===== src/rtl/seq_shifter_n_if.sv =====
// seq_shifter_n_if: request/result bundle for seq_shifter_n.
//   I     - operand, captured when a start is accepted
//   amt   - unsigned shift amount, captured with the operand
//   mode  - 00 LSL, 01 LSR, 10 ASR, 11 ROL, captured with the operand
//   start - operation request
//   O     - registered result
//   busy  - high while an operation is in flight
//   done  - one-cycle pulse when O holds a new result
// master drives the request side, slave is the shifter itself.
interface seq_shifter_n_if #(
    parameter int WIDTH = 32
);
    logic [WIDTH-1:0]         I;
    logic [$clog2(WIDTH)-1:0] amt;
    logic [1:0]               mode;
    logic                     start;
    logic [WIDTH-1:0]         O;
    logic                     busy;
    logic                     done;

    modport master (output I, amt, mode, start, input O, busy, done);
    modport slave  (input I, amt, mode, start, output O, busy, done);
endinterface


===== src/rtl/seq_shifter_n.sv =====
// seq_shifter_n: multi-cycle barrel-free shifter. An accepted request is
// shifted by up to STEP positions per clock until the remaining count is
// zero, then the result is published on O with a one-cycle done pulse.
//   clk   - clock, rising edge
//   reset - asynchronous, active-low
//   bus   - seq_shifter_n_if slave (I, amt, mode, start in; O, busy, done out)
// WIDTH: power of two, 4..64. STEP: 1..WIDTH-1.
module seq_shifter_n #(
    parameter int WIDTH = 32,
    parameter int STEP  = 1
) (
    input  logic           clk,
    input  logic           reset,
    seq_shifter_n_if.slave bus
);
    localparam int CW = $clog2(WIDTH);
    localparam logic [CW-1:0] STEP_C = CW'(STEP);

    localparam logic [1:0] M_LSL = 2'b00;
    localparam logic [1:0] M_LSR = 2'b01;
    localparam logic [1:0] M_ASR = 2'b10;

    typedef enum logic [1:0] {
        IDLE  = 2'd0,
        SHIFT = 2'd1,
        DONE  = 2'd2
    } state_e;

    state_e           state_q, state_d;
    logic [WIDTH-1:0] work_q, work_d;
    logic [WIDTH-1:0] o_q, o_d;
    logic [CW-1:0]    cnt_q, cnt_d;
    logic [1:0]       mode_q, mode_d;

    logic [CW-1:0]    step_s;
    logic [CW:0]      rol_back;
    logic [WIDTH-1:0] shifted;

    // State register
    always_ff @(posedge clk or negedge reset) begin
        if (!reset) state_q <= IDLE;
        else        state_q <= state_d;
    end

    // Next-state logic
    always_comb begin
        state_d = state_q;
        case (state_q)
            IDLE:    if (bus.start) state_d = SHIFT;
            SHIFT:   if (cnt_q == '0) state_d = DONE;
            DONE:    state_d = IDLE;
            default: state_d = IDLE;
        endcase
    end

    // Outputs
    always_comb begin
        bus.busy = (state_q != IDLE);
        bus.done = (state_q == DONE);
        bus.O    = o_q;
    end

    // One shift step of min(STEP, cnt) positions. The last step of an
    // operation may be shorter than STEP so cnt lands exactly on zero.
    always_comb begin
        step_s   = (cnt_q < STEP_C) ? cnt_q : STEP_C;
        // ROL complement amount; only meaningful when step_s != 0
        rol_back = (CW+1)'(WIDTH) - {1'b0, step_s};
        case (mode_q)
            M_LSL:   shifted = work_q << step_s;
            M_LSR:   shifted = work_q >> step_s;
            M_ASR:   shifted = $unsigned($signed(work_q) >>> step_s);
            default: shifted = (work_q << step_s) | (work_q >> rol_back);
        endcase
    end

    // Datapath next values
    always_comb begin
        work_d = work_q;
        cnt_d  = cnt_q;
        mode_d = mode_q;
        o_d    = o_q;
        case (state_q)
            IDLE: begin
                if (bus.start) begin
                    work_d = bus.I;
                    cnt_d  = bus.amt;
                    mode_d = bus.mode;
                end
            end
            SHIFT: begin
                if (cnt_q != '0) begin
                    work_d = shifted;
                    cnt_d  = cnt_q - step_s;
                end else begin
                    // Only the finished value ever reaches O
                    o_d = work_q;
                end
            end
            default: ;
        endcase
    end

    always_ff @(posedge clk or negedge reset) begin
        if (!reset) begin
            work_q <= '0;
            cnt_q  <= '0;
            mode_q <= '0;
            o_q    <= '0;
        end else begin
            work_q <= work_d;
            cnt_q  <= cnt_d;
            mode_q <= mode_d;
            o_q    <= o_d;
        end
    end
endmodule


===== src/flat_wrapper.sv =====
// flat-port wrapper written by rule: the top's interface ports become plain ports
module seq_shifter_n_flat 
#(
    parameter int WIDTH = 32,
    parameter int STEP  = 1
)
  (clk, reset, bus_I, bus_amt, bus_mode, bus_start, bus_O, bus_busy, bus_done);
  seq_shifter_n_if #(.WIDTH(WIDTH)) bus_i ();
  input  logic clk;
  input  logic reset;
  input wire logic [$bits(bus_i.I)-1:0] bus_I;
  input wire logic [$bits(bus_i.amt)-1:0] bus_amt;
  input wire logic [$bits(bus_i.mode)-1:0] bus_mode;
  input wire logic [$bits(bus_i.start)-1:0] bus_start;
  output wire logic [$bits(bus_i.O)-1:0] bus_O;
  output wire logic [$bits(bus_i.busy)-1:0] bus_busy;
  output wire logic [$bits(bus_i.done)-1:0] bus_done;
  assign bus_i.I = bus_I;
  assign bus_i.amt = bus_amt;
  assign bus_i.mode = bus_mode;
  assign bus_i.start = bus_start;
  assign bus_O = bus_i.O;
  assign bus_busy = bus_i.busy;
  assign bus_done = bus_i.done;
  seq_shifter_n #(.WIDTH(WIDTH), .STEP(STEP)) u_core (.clk(clk), .reset(reset), .bus(bus_i));
endmodule

===== config.mk =====
export PLATFORM = sky130hd
export DESIGN_NAME = seq_shifter_n_flat
export DESIGN_NICKNAME = d
export VERILOG_FILES = /design/src/rtl/seq_shifter_n_if.sv /design/src/rtl/seq_shifter_n.sv /design/src/flat_wrapper.sv
export SDC_FILE = /design/constraint.sdc
export NUM_CORES = 1
export LEC_CHECK = 0
export CAP_MARGIN = 20
export CORE_ASPECT_RATIO = 1.75
export CORE_MARGIN = 2
export CORE_UTILIZATION = 50
export DETAILED_ROUTE_END_ITERATION = 8
export GPL_ROUTABILITY_DRIVEN = 0
export GPL_TIMING_DRIVEN = 1
export PLACE_DENSITY = 0.76
export SYNTH_ARGS = -nofsm -noshare
export SYNTH_HDL_FRONTEND = slang
export SYNTH_SLANG_ARGS = --single-unit

===== constraint.sdc =====
create_clock -name clk -period 6.7 [get_ports clk]
set_input_delay 0.67 -clock clk [delete_from_list [all_inputs] [get_ports clk]]
set_output_delay 0.67 -clock clk [all_outputs]
set_load 0.1 [all_outputs]

After elaboration in Yosys (flattened, before gate mapping)
Cells that the tools add are included.

Input port bits: 42. Bits in registers: 73. Output and inout port bits: 34. Word-level logic and storage cells: 42.

Add/subtract/negate cells: 2. Eq/ne operators: 7. Order comparisons: 1. Shift operators: 4. Mux-type cells: 11. Reduce and logical (&&, ||, !) cells: 10. Bitwise gates (word level): 2.

Operators with widths (count): 32-bit one-hot mux with 3 select lines (1); 32-bit 2-to-1 mux (2); 32-bit one-hot mux with 2 select lines (1); 32-bit bitwise OR (1); 32-bit by 5-bit left shift with 32-bit output (1); 32-bit by 5-bit >> shifter with 32-bit output (1); 32-bit by 6-bit >> shifter with 32-bit output (1); 32-bit by 5-bit >>> shifter with 32-bit output (1); 5-bit 2-to-1 mux (3); 5-bit one-hot mux with 2 select lines (1); 2-bit AND reduction (3); 6-bit by 5-bit subtractor with 6-bit output, first input constant (1); 5-bit logical NOT (1); 5-bit by 1-bit < comparator with 1-bit output, second input constant (1); 5-bit nonzero test (1); 5-bit subtractor (1); 2-bit by 1-bit equality test with 1-bit output, second input constant (2); 2-bit equality test, second input constant (2); 2-bit logical NOT (2); 2-bit 2-to-1 mux (2); 2-bit by 1-bit != test with 1-bit output, second input constant (2); 2-bit one-hot mux with 2 select lines (1); 2-bit nonzero test (2); 3-bit AND reduction (1); 2 further kinds (2).

Longest topological paths before layout
Gate-level depths: netlist of run 1.

Depth after elaboration: 8. Gate-level depth with buffers: 9. Depth with buffers taken out: 7.

Least setup slack after synthesis of run 1
No wires, ideal clock.

Path kind: reg-to-output. Start: register u_core.state_q[1]. End: output port bus_done. Cell stages (with the launch flop): 4. Required time: 6030 ps. Path buffers: 2. Slack: 3833 ps. Data arrival time: 2197 ps. Path through: dfrtp_1 clkbuf_1 clkbuf_1 nor2b_1.

Word-level cells in the longest chain between the ends: 1.

RTL lines: from (decl) (RTL line seq_shifter_n.sv:29) `state_e state_q, state_d;`; from (signal assigned) (RTL line seq_shifter_n.sv:42) `else state_q <= state_d;`; 2-bit equality test (RTL line seq_shifter_n.sv:59) `bus.done = (state_q == DONE);`; to (decl) (RTL line flat_wrapper.sv:17) `output wire logic [$bits(bus_i.done)-1:0] bus_done;`.

Every way passes these cells.

Final worst setup path of run 1
Start: register u_core.state_q[0]. End: output port bus_busy.

Word-level cells in the longest chain between the ends: 1.

RTL lines: 2-bit nonzero test (RTL line seq_shifter_n.sv:58) `bus.busy = (state_q != IDLE);`; to (decl) (RTL line flat_wrapper.sv:16) `output wire logic [$bits(bus_i.busy)-1:0] bus_busy;`.

Every way passes these cells.

==> results of run 1 <==
routing by layer:
metal,vias up,track usage,routed length (um)
met5,-,0,0
met2,106,0.396,5500
met4,0,0.113,340
met1,1707,0.307,4350
met3,28,0.0448,379
li1,1697,-,-
worst max-delay path, stage by stage, from the launching register on:
cell and delay [ns]:
sky130_fd_sc_hd__dfrtp_1 0.41, sky130_fd_sc_hd__buf_4 0.29, sky130_fd_sc_hd__nor2_1 0.11, sky130_fd_sc_hd__inv_1 0.08, sky130_fd_sc_hd__clkdlybuf4s50_1 1.12
sequential cells by signal, summed over array words and instances (netlist names):
signal	count
u_core.work_q	32
u_core.state_q	2
u_core.bus.O	32
u_core.cnt_q	5
u_core.mode_q	2
kinds of logic after synthesis:
family,count (synthesis),share of synthesized area
compound gates,127,0.181
xor+xnor,2,0.00589
fa+ha+maj,2,0.00589
buf+inv,40,0.0442
flops,73,0.430
mux,67,0.199
other cells,1,0.000882
simple gates,129,0.133
synth_stat cells (2+ instances only):
master / number / area share
sky130_fd_sc_hd__nand2_1: 30 / 0.026
sky130_fd_sc_hd__mux2i_1: 22 / 0.052
sky130_fd_sc_hd__mux2_4: 29 / 0.10
sky130_fd_sc_hd__a221oi_1: 4 / 0.0082
sky130_fd_sc_hd__ha_1: 2 / 0.0059
sky130_fd_sc_hd__a21oi_1: 47 / 0.055
sky130_fd_sc_hd__clkbuf_1: 17 / 0.015
sky130_fd_sc_hd__a311oi_1: 2 / 0.0041
sky130_fd_sc_hd__o21a_1: 2 / 0.0035
sky130_fd_sc_hd__a31oi_1: 16 / 0.024
sky130_fd_sc_hd__mux2_2: 15 / 0.040
sky130_fd_sc_hd__nand3b_1: 2 / 0.0035
sky130_fd_sc_hd__dfrtp_1: 73 / 0.43
sky130_fd_sc_hd__o21ai_0: 17 / 0.020
sky130_fd_sc_hd__nor2_1: 73 / 0.064
sky130_fd_sc_hd__buf_2: 12 / 0.014
sky130_fd_sc_hd__o22ai_1: 25 / 0.037
sky130_fd_sc_hd__nand3_1: 5 / 0.0059
sky130_fd_sc_hd__buf_6: 3 / 0.0079
sky130_fd_sc_hd__nor3_1: 3 / 0.0035
sky130_fd_sc_hd__inv_1: 6 / 0.0053
sky130_fd_sc_hd__nand2b_1: 3 / 0.0044
sky130_fd_sc_hd__nor2b_1: 4 / 0.0059
sky130_fd_sc_hd__a211oi_1: 3 / 0.0053
sky130_fd_sc_hd__buf_1: 2 / 0.0018
metrics by stage:
stage / util / hold WS [ns]
4_1_cts: 0.641 / 0.508
3_5_place_dp: 0.606 / 0.494
2_1_floorplan: - / 0.374
5_1_grt: 0.641 / 0.520
3_3_place_gp: 0.606 / 0.490
6_report: 0.641 / 0.506
cell type report:
type / count / area share
clock inverters: 3 / 0.00804
repair buffers: 83 / 0.152
multi-input cells: 328 / 0.423
well taps: 92 / 0.0218
inverters: 6 / 0.00426
flip-flops and latches: 73 / 0.345
clock buffers: 11 / 0.0459
worst min path at each step:
stage          slack, ns  cells past startpoint                to              from
2_1_floorplan       0.37                      0   u_core.bus.O[0]             reset
3_3_place_gp        0.49                      1  u_core.bus.O[31]  u_core.bus.O[31]
3_5_place_dp        0.49                      1  u_core.bus.O[20]  u_core.bus.O[20]
4_1_cts             0.51                      1  u_core.bus.O[31]  u_core.bus.O[31]
5_1_grt             0.52                      1  u_core.bus.O[31]  u_core.bus.O[31]
6_report            0.51                      1  u_core.bus.O[20]  u_core.bus.O[20]
==> Implementation_results.wiki, run 1 <==
{| class="wikitable"
! Metric !! Value
|-
| Overall Global Routing Usage || 0.243
|-
| Number of cells on the worst reg-to-reg path || 7
|-
| Routed Wire Length || 10,600 um
|-
| Maximum clock frequency || 332 MHz
|-
| First-pass GRT wire length || 17,400 um
|-
| Number of unique standard cell types used by synthesis || 49
|-
| Worst-path maximum fanout || 24
|-
| Count of flip-flops with a built-in enable after synthesis || 0
|-
| Cts-stage hold buffer count || 0
|-
| Share of post-route cells with drive strength above 1 || 0.153
|-
| Final-report max-slew violation count || 0
|-
| Required @ worst endpoint || 6.03 ns
|-
| Reg clk slew, reported paths || 0.05 ns
|-
| Effective utilization at floorplan || 0.515
|-
| Leading cell types in the layout, fill and taps excluded || 74 x sky130_fd_sc_hd__clkdlybuf4s50_1, 73 x sky130_fd_sc_hd__nor2_1, 73 x sky130_fd_sc_hd__dfrtp_1
|-
| Final cell count without fillers || 596
|-
| Final global-route overflow total || 0
|-
| Cell area reported after detailed placement || 5010 um^2
|-
| Result of the run || completed
|-
| Final design area excluding fillers || 5290 um^2
|-
| Antenna diode count || 0
|-
| R2r setup slk || 3.73 ns
|-
| Average routed wire per standard cell || 17.7 um
|-
| Via count of the first global-routing pass || 3,468
|-
| Worst Max-Slew Pin Slew || 1.09 ns
|-
| Startpoint of the worst setup timing path || u_core.state_q[0]
|-
| Area of the mapped netlist || 4250 um^2
|-
| Finish-stage setup viols || 0
|-
| Area overhead of the layout relative to synthesis || 24.5%
|-
| Vias per cell || 5.94
|-
| Port buffer count || 75
|-
| Longest Clk Path Bufs || 2
|-
| Number of fillers in the final layout || 685
|-
| Total die area || 9280 um^2
|-
| Die X-Extent || 73.7 um
|-
| Worst Setup Slack post-DPL || 3.75 ns
|-
| Latest clock arrival within the worst-skew pair || 0.34 ns
|-
| Endpoint class of the critical path || output port
|-
| Count of synthesis-stage warnings from yosys || 0
|-
| Clock Skews || 0.00617 ns
|-
| TritonCTS clock tree || built
|-
| Number of clock sinks || 73
|-
| Worst-case headroom to the max-slew limit || 0.275
|-
| Mean post-synth cell area || 9.64 um^2
|-
| Initial DRC Count || 348
|-
| # resized after CTS || 0
|-
| Post-synthesis net count || 485
|-
| Unrepaired setup endpoints after global routing || false
|-
| Main synth FF type || sky130_fd_sc_hd__dfrtp_1
|-
| Share of async-settable or async-resettable flops after synthesis || 1.00
|-
| DR pass1 iterations || 5
|-
| Final Critical Period || 3.02 ns
|-
| Sequential standard cell area || 1830 um^2
|-
| Final worst slack || 3.68 ns
|-
| H-tree levels || 3
|-
| Period Utilization, post-route || 0.450
|-
| Area of the core || 8260 um^2
|-
| Y dimension of the die || 126 um
|-
| Flip-flop and latch count after synthesis || 73
|-
| Critical path endpoint || bus_busy
|-
| NumNets Final || 545
|-
| R2R Path Start || u_core.cnt_q[1]
|-
| Type of origin of the critical path || flop
|-
| Largest net degree at the start of global routing || 74
|-
| Setup Buffers After CTS || 0
|-
| Instance count of the mapped netlist || 441
|-
| # rows || 44
|-
| CTS Root Cell || sky130_fd_sc_hd__clkbuf_16
|-
| Path class of the lowest-slack min-delay path || reg2reg
|-
| Reg2reg end || u_core.work_q[3]
|-
| Ports placed on the boundary || 76
|-
| DRC violation count after routing || 0
|-
| Cell Count Post-Placement || 582
|-
| Antenna violations before repair || 0
|-
| Commonest non-fill, non-tap cell in the layout || sky130_fd_sc_hd__clkdlybuf4s50_1
|-
| Type of the worst setup path || reg2out
|-
| Vias post-DR || 3,538
|-
| TritonCTS Buffers || 9
|-
| Final-layout setup total negative slack || 0 ns
|-
| Area taken by multi-input logic gates || 2240 um^2
|-
| Final Hold Violating Endpoints || 0
|-
| HPWL after DPL || 7240 um
|-
| Sequential-to-total area share from yosys stat || 0.430
|-
| Antenna-violating nets left || 0
|-
| Max-cap violations || 0
|-
| Signal arrival time at the worst endpoint || 2.35 ns
|}
Power of run 1 is left out: the tool's default activity adds up to more than one toggle a clock period on the data nets, which glitch-free logic cannot reach.
==> run 2, diff against run 1 <==
clock period = 3.1 ns   (was 6.7 ns; I/O delays follow)
==> run 2 against run 1 <==
Against the previous run: first-iteration DRC count down 30%; die area did not move; core utilization about the same; global-route usage rose by 0.15 points; clock-buffer cell count rose by 2; via count increased by 2.6%; worst setup slack got worse by 3.2 ns; wire length increased by 2.5%; critical path depth up 4; sequential cell count unchanged; register-to-register slack lost 3.2 ns; critical endpoint is now u_core.work_q[0]; clock skew is essentially flat.
==> Implementation_results.wiki, run 2 (same netlist as run 1, synthesis figures left out) <==
{| class="wikitable"
! Metric !! Value
|-
| Share of post-route cells with drive strength above 1 || 0.199 (+0.0464)
|-
| Effective utilization at floorplan || 0.515 (unchanged)
|-
| Antenna violations before repair || 0 (unchanged)
|-
| Port buffer count || 75 (unchanged)
|-
| Latest clock arrival within the worst-skew pair || 0.34 ns (about the same)
|-
| Required @ worst endpoint || 3.33 ns (-2.70 ns)
|-
| Vias per cell || 6.01 (+1.3%)
|-
| Period Utilization, post-route || 0.830
|-
| TritonCTS Buffers || 9 (unchanged)
|-
| Finish-stage setup viols || 0 (unchanged)
|-
| Unrepaired setup endpoints after global routing || false
|-
| HPWL after DPL || 7470 um (+3.1%)
|-
| Type of origin of the critical path || flop
|-
| Cell area reported after detailed placement || 5000 um^2 (about the same)
|-
| Final design area excluding fillers || 5290 um^2 (about the same)
|-
| Largest net degree at the start of global routing || 74 (unchanged)
|-
| Y dimension of the die || 126 um (unchanged)
|-
| TritonCTS clock tree || built
|-
| CTS Root Cell || sky130_fd_sc_hd__clkbuf_16
|-
| Worst-path maximum fanout || 25 (+4.2%)
|-
| Worst-case headroom to the max-slew limit || 0.350 (+0.0743)
|-
| Number of fillers in the final layout || 703 (+2.6%)
|-
| Antenna diode count || 0 (unchanged)
|-
| Antenna-violating nets left || 0 (unchanged)
|-
| Reg clk slew, reported paths || 0.06 ns (about the same)
|-
| Result of the run || completed
|-
| Reg2reg end || u_core.work_q[0]
|-
| Routed Wire Length || 10,800 um (+2.5%)
|-
| R2r setup slk || 0.53 ns (-3.20 ns)
|-
| Final Hold Violating Endpoints || 0 (unchanged)
|-
| Sequential standard cell area || 1830 um^2 (unchanged)
|-
| Die X-Extent || 73.7 um (unchanged)
|-
| Vias post-DR || 3,631 (+2.6%)
|-
| Max-cap violations || 0 (unchanged)
|-
| # rows || 44 (unchanged)
|-
| DRC violation count after routing || 0 (unchanged)
|-
| NumNets Final || 551 (+1.1%)
|-
| Ports placed on the boundary || 76 (unchanged)
|-
| Final-layout setup total negative slack || 0 ns (unchanged)
|-
| Final global-route overflow total || 0 (unchanged)
|-
| Setup Buffers After CTS || 0 (unchanged)
|-
| Longest Clk Path Bufs || 2 (unchanged)
|-
| H-tree levels || 3 (unchanged)
|-
| DR pass1 iterations || 5 (unchanged)
|-
| Startpoint of the worst setup timing path || u_core.cnt_q[1]
|-
| Initial DRC Count || 245 (-30%)
|-
| Average routed wire per standard cell || 17.9 um (+1.2%)
|-
| Final-report max-slew violation count || 0 (unchanged)
|-
| First-pass GRT wire length || 17,700 um (+1.7%)
|-
| Overall Global Routing Usage || 0.245 (+0.00153)
|-
| Signal arrival time at the worst endpoint || 2.80 ns (+0.45 ns)
|-
| Area taken by multi-input logic gates || 2240 um^2 (unchanged)
|-
| Hold Slack || 0.188 ns (-0.318 ns)
|-
| Clock Skews || 0.00599 ns (-0.000179 ns)
|-
| Total die area || 9280 um^2 (unchanged)
|-
| Worst Max-Slew Pin Slew || 0.972 ns (-0.115 ns)
|-
| # resized after CTS || 0 (unchanged)
|-
| R2R Path Start || u_core.cnt_q[1]
|-
| Area of the core || 8260 um^2 (unchanged)
|-
| Final Critical Period || 2.57 ns
|-
| Leading cell types in the layout, fill and taps excluded || 73 x sky130_fd_sc_hd__nor2_1, 73 x sky130_fd_sc_hd__dfrtp_1, 55 x sky130_fd_sc_hd__clkdlybuf4s50_1
|-
| Path class of the lowest-slack min-delay path || in2async
|-
| Type of the worst setup path || reg2reg
|-
| Number of clock sinks || 73 (unchanged)
|-
| Endpoint class of the critical path || flop
|-
| Cts-stage hold buffer count || 0 (unchanged)
|-
| Maximum clock frequency || 389 MHz
|-
| Area overhead of the layout relative to synthesis || 24.6% (about the same)
|-
| Via count of the first global-routing pass || 3,590 (+3.5%)
|-
| Number of cells on the worst reg-to-reg path || 8 (+1)
|}
==> run 2: how the worst max path moves through the flow <==
stage	end	slack [ns]	cells after the start
3_5_place_dp	u_core.work_q[0]	0.53	8
2_1_floorplan	bus_done	0.59	3
6_report	u_core.work_q[0]	0.53	8
5_1_grt	u_core.work_q[0]	0.40	8
4_1_cts	u_core.work_q[0]	0.54	8
3_3_place_gp	u_core.work_q[0]	0.66	8
==> run 2: metal layers <==
layer  global-route usage  routed length, um  vias up
met1                0.296               4430     1742
met3               0.0408                514       29
met5                    0                  0        -
li1                     -                  -     1722
met2                0.404               5500      138
met4                0.133                397        0
==> run 2: through the flow <==
step	util	setup WS, ns	std cells
final	0.641	0.528	604
after global routing	0.641	0.404	604
after CTS	0.641	0.537	604
after detailed placement	0.606	0.529	588
after global placement	0.606	0.661	588
after floorplan	-	0.593	441
==> run 2: critical path, stage by stage (launching register included) <==
cell	delay [ns]
sky130_fd_sc_hd__dfrtp_1	0.44
sky130_fd_sc_hd__or3_4	0.44
sky130_fd_sc_hd__nor3_4	0.27
sky130_fd_sc_hd__ha_1	0.31
sky130_fd_sc_hd__buf_4	0.25
sky130_fd_sc_hd__mux2i_1	0.20
sky130_fd_sc_hd__a2bb2oi_1	0.18
sky130_fd_sc_hd__o21ai_0	0.09
sky130_fd_sc_hd__a221o_1	0.28
==> run 2: cell type report <==
type                            instances  area share
Multi-Input combinational cell        328       0.422
Sequential cell                        73       0.345
Timing Repair Buffer                   89       0.152
Clock buffer                           13      0.0473
Tap cell                               92      0.0217
Clock inverter                          3     0.00756
Inverter                                6     0.00425
Power of run 2 is left out for the same reason.
==> run 3, diff against run 2 <==
CORE_UTILIZATION = 48   (was 50)
PLACE_DENSITY = 0.77   (was 0.76)
clock period = 2.2 ns   (was 3.1 ns; I/O delays follow)
==> run 3 against run 2 <==
Against the previous run: the flow now finishes with violations (setup timing); critical path depth did not move; design area rose by 5.1%; highest routed layer unchanged; fmax rose by 16%.
==> Implementation_results.wiki, run 3 (same netlist as run 1, synthesis figures left out) <==
{| class="wikitable"
! Metric !! Value
|-
| Result of the run || complete, but fails checks
|-
| Failing checks || setup timing
|-
| Maximum clock frequency || 450 MHz (+16%)
|-
| Antenna violations before repair || 0 (unchanged)
|-
| Worst-case headroom to the max-slew limit || 0.572 (+0.223)
|-
| Initial DRC Count || 261 (+6.5%)
|-
| Signal arrival time at the worst endpoint || 2.42 ns (-0.38 ns)
|-
| Worst Max-Slew Pin Slew || 0.641 ns (-0.331 ns)
|-
| DRC violation count after routing || 0 (unchanged)
|-
| R2r setup slk || -0.02 ns (-0.55 ns)
|-
| Share of post-route cells with drive strength above 1 || 0.273 (+0.0739)
|-
| NumNets Final || 570 (+3.4%)
|-
| TritonCTS Buffers || 9 (unchanged)
|-
| Leading cell types in the layout, fill and taps excluded || 73 x sky130_fd_sc_hd__nor2_1, 73 x sky130_fd_sc_hd__dfrtp_1, 60 x sky130_fd_sc_hd__buf_4
|-
| Antenna diode count || 0 (unchanged)
|-
| Unrepaired setup endpoints after global routing || true
|-
| Final Critical Period || 2.22 ns (-0.349 ns)
|-
| Reg2reg end || u_core.work_q[19]
|-
| Final-report max-slew violation count || 0 (unchanged)
|-
| Area of the core || 8610 um^2 (+4.3%)
|-
| HPWL after DPL || 7810 um (+4.6%)
|-
| Startpoint of the worst setup timing path || u_core.cnt_q[2]
|-
| Max-cap violations || 0 (unchanged)
|-
| Ports placed on the boundary || 76 (unchanged)
|-
| Effective utilization at floorplan || 0.493 (-0.0213)
|-
| Number of cells on the worst reg-to-reg path || 8 (unchanged)
|-
| Endpoint class of the critical path || flop
|-
| Die X-Extent || 75.1 um (+2.0%)
|-
| CTS Root Cell || sky130_fd_sc_hd__clkbuf_16
|-
| Routed Wire Length || 11,300 um (+3.8%)
|-
| Total die area || 9650 um^2 (+4.0%)
|-
| Required @ worst endpoint || 2.40 ns (-0.93 ns)
|-
| Period Utilization, post-route || 1.01 (+0.181)
|-
| Final Hold Violating Endpoints || 0 (unchanged)
|-
| Vias post-DR || 3,714 (+2.3%)
|-
| Average routed wire per standard cell || 17.4 um (-3.2%)
|-
| DR pass1 iterations || 5 (unchanged)
|-
| Longest Clk Path Bufs || 2 (unchanged)
|-
| Port buffer count || 75 (unchanged)
|-
| TritonCTS clock tree || built
|-
| Type of the worst setup path || reg2reg
|-
| Overall Global Routing Usage || 0.246 (+0.000760)
|-
| Reg clk slew, reported paths || 0.06 ns (about the same)
|-
| Antenna-violating nets left || 0 (unchanged)
|-
| Y dimension of the die || 128 um (+2.0%)
|-
| Type of origin of the critical path || flop
|-
| Final global-route overflow total || 0 (unchanged)
|-
| Worst-path maximum fanout || 7 (-72%)
|-
| Area overhead of the layout relative to synthesis || 30.9%
|-
| Vias per cell || 5.73 (-4.7%)
|-
| Final worst slack || -0.0231 ns (-0.551 ns)
|-
| Latest clock arrival within the worst-skew pair || 0.34 ns (about the same)
|-
| Final-layout setup total negative slack || -0.0481 ns (-0.0481 ns)
|-
| Path class of the lowest-slack min-delay path || in2async
|-
| Hold Slack || 0.292 ns (+0.104 ns)
|-
| R2R Path Start || u_core.cnt_q[2]
|-
| First-pass GRT wire length || 18,100 um (+2.1%)
|-
| Critical path endpoint || u_core.work_q[19]
|-
| H-tree levels || 3 (unchanged)
|-
| # rows || 45 (+2.3%)
|-
| Largest net degree at the start of global routing || 41 (-45%)
|-
| Via count of the first global-routing pass || 3,735 (+4.0%)
|-
| Clock Skews || 0.00751 ns (+0.00152 ns)
|-
| Finish-stage setup viols || 5 (+5)
|-
| Number of clock sinks || 73 (unchanged)
|}
==> run 3: critical path, cell delays in order, from the launching register on <==
cell and delay [ns]:
sky130_fd_sc_hd__dfrtp_1 0.37, sky130_fd_sc_hd__or3_4 0.40, sky130_fd_sc_hd__nor3_4 0.27, sky130_fd_sc_hd__ha_4 0.27, sky130_fd_sc_hd__buf_12 0.14, sky130_fd_sc_hd__mux2_2 0.27
sky130_fd_sc_hd__a31oi_1 0.16, sky130_fd_sc_hd__o21a_1 0.14, sky130_fd_sc_hd__a21oi_1 0.05
==> run 3: cell type report <==
type / instances / area, um^2
fill: 671 / 3050
timing repair buffer: 108 / 991
clock buffer: 14 / 264
tap: 117 / 146
clock inverter: 2 / 12.5
multi-input combinational: 328 / 2300
inverter: 6 / 22.5
sequential: 73 / 1830
==> run 3: metrics by stage <==
stage	instances	cell area (um^2)	setup WS [ns]	utilization
2_1_floorplan	441	4250	0.134	-
3_3_place_gp	628	5160	0.0311	0.599
5_1_grt	648	5560	-0.0920	0.646
3_5_place_dp	628	5160	-0.0862	0.599
6_report	648	5560	-0.0231	0.646
4_1_cts	645	5460	0.0110	0.634
==> run 3: what timing repair did <==
action | CTS | global route
pin swaps | 1 | 13
setup buffers | 0 | 2
gates resized for setup | 1 | 11
cloned | 0 | 1
endpoints found under the hold margin | 10 | 0
setup endpoints to repair | 4 | 6
hold buffers | 1 | 0
==> run 3: layer usage <==
metal | GRT usage | part of all wire
met1 | 0.286 | 0.39
met2 | 0.414 | 0.52
met3 | 0.0415 | 0.052
met4 | 0.141 | 0.039
met5 | 0 | 0
==> run 3: worst min-delay path by stage <==
stage,endpoint,depth (start not counted),startpoint
floorplan,u_core.bus.O[0],0,reset
global placement,u_core.state_q[0],1,reset
detailed placement,u_core.bus.O[31],1,reset
CTS,u_core.mode_q[1],2,reset
global route,u_core.mode_q[0],2,reset
finish,u_core.mode_q[0],2,reset
Power of run 3 is left out for the same reason.
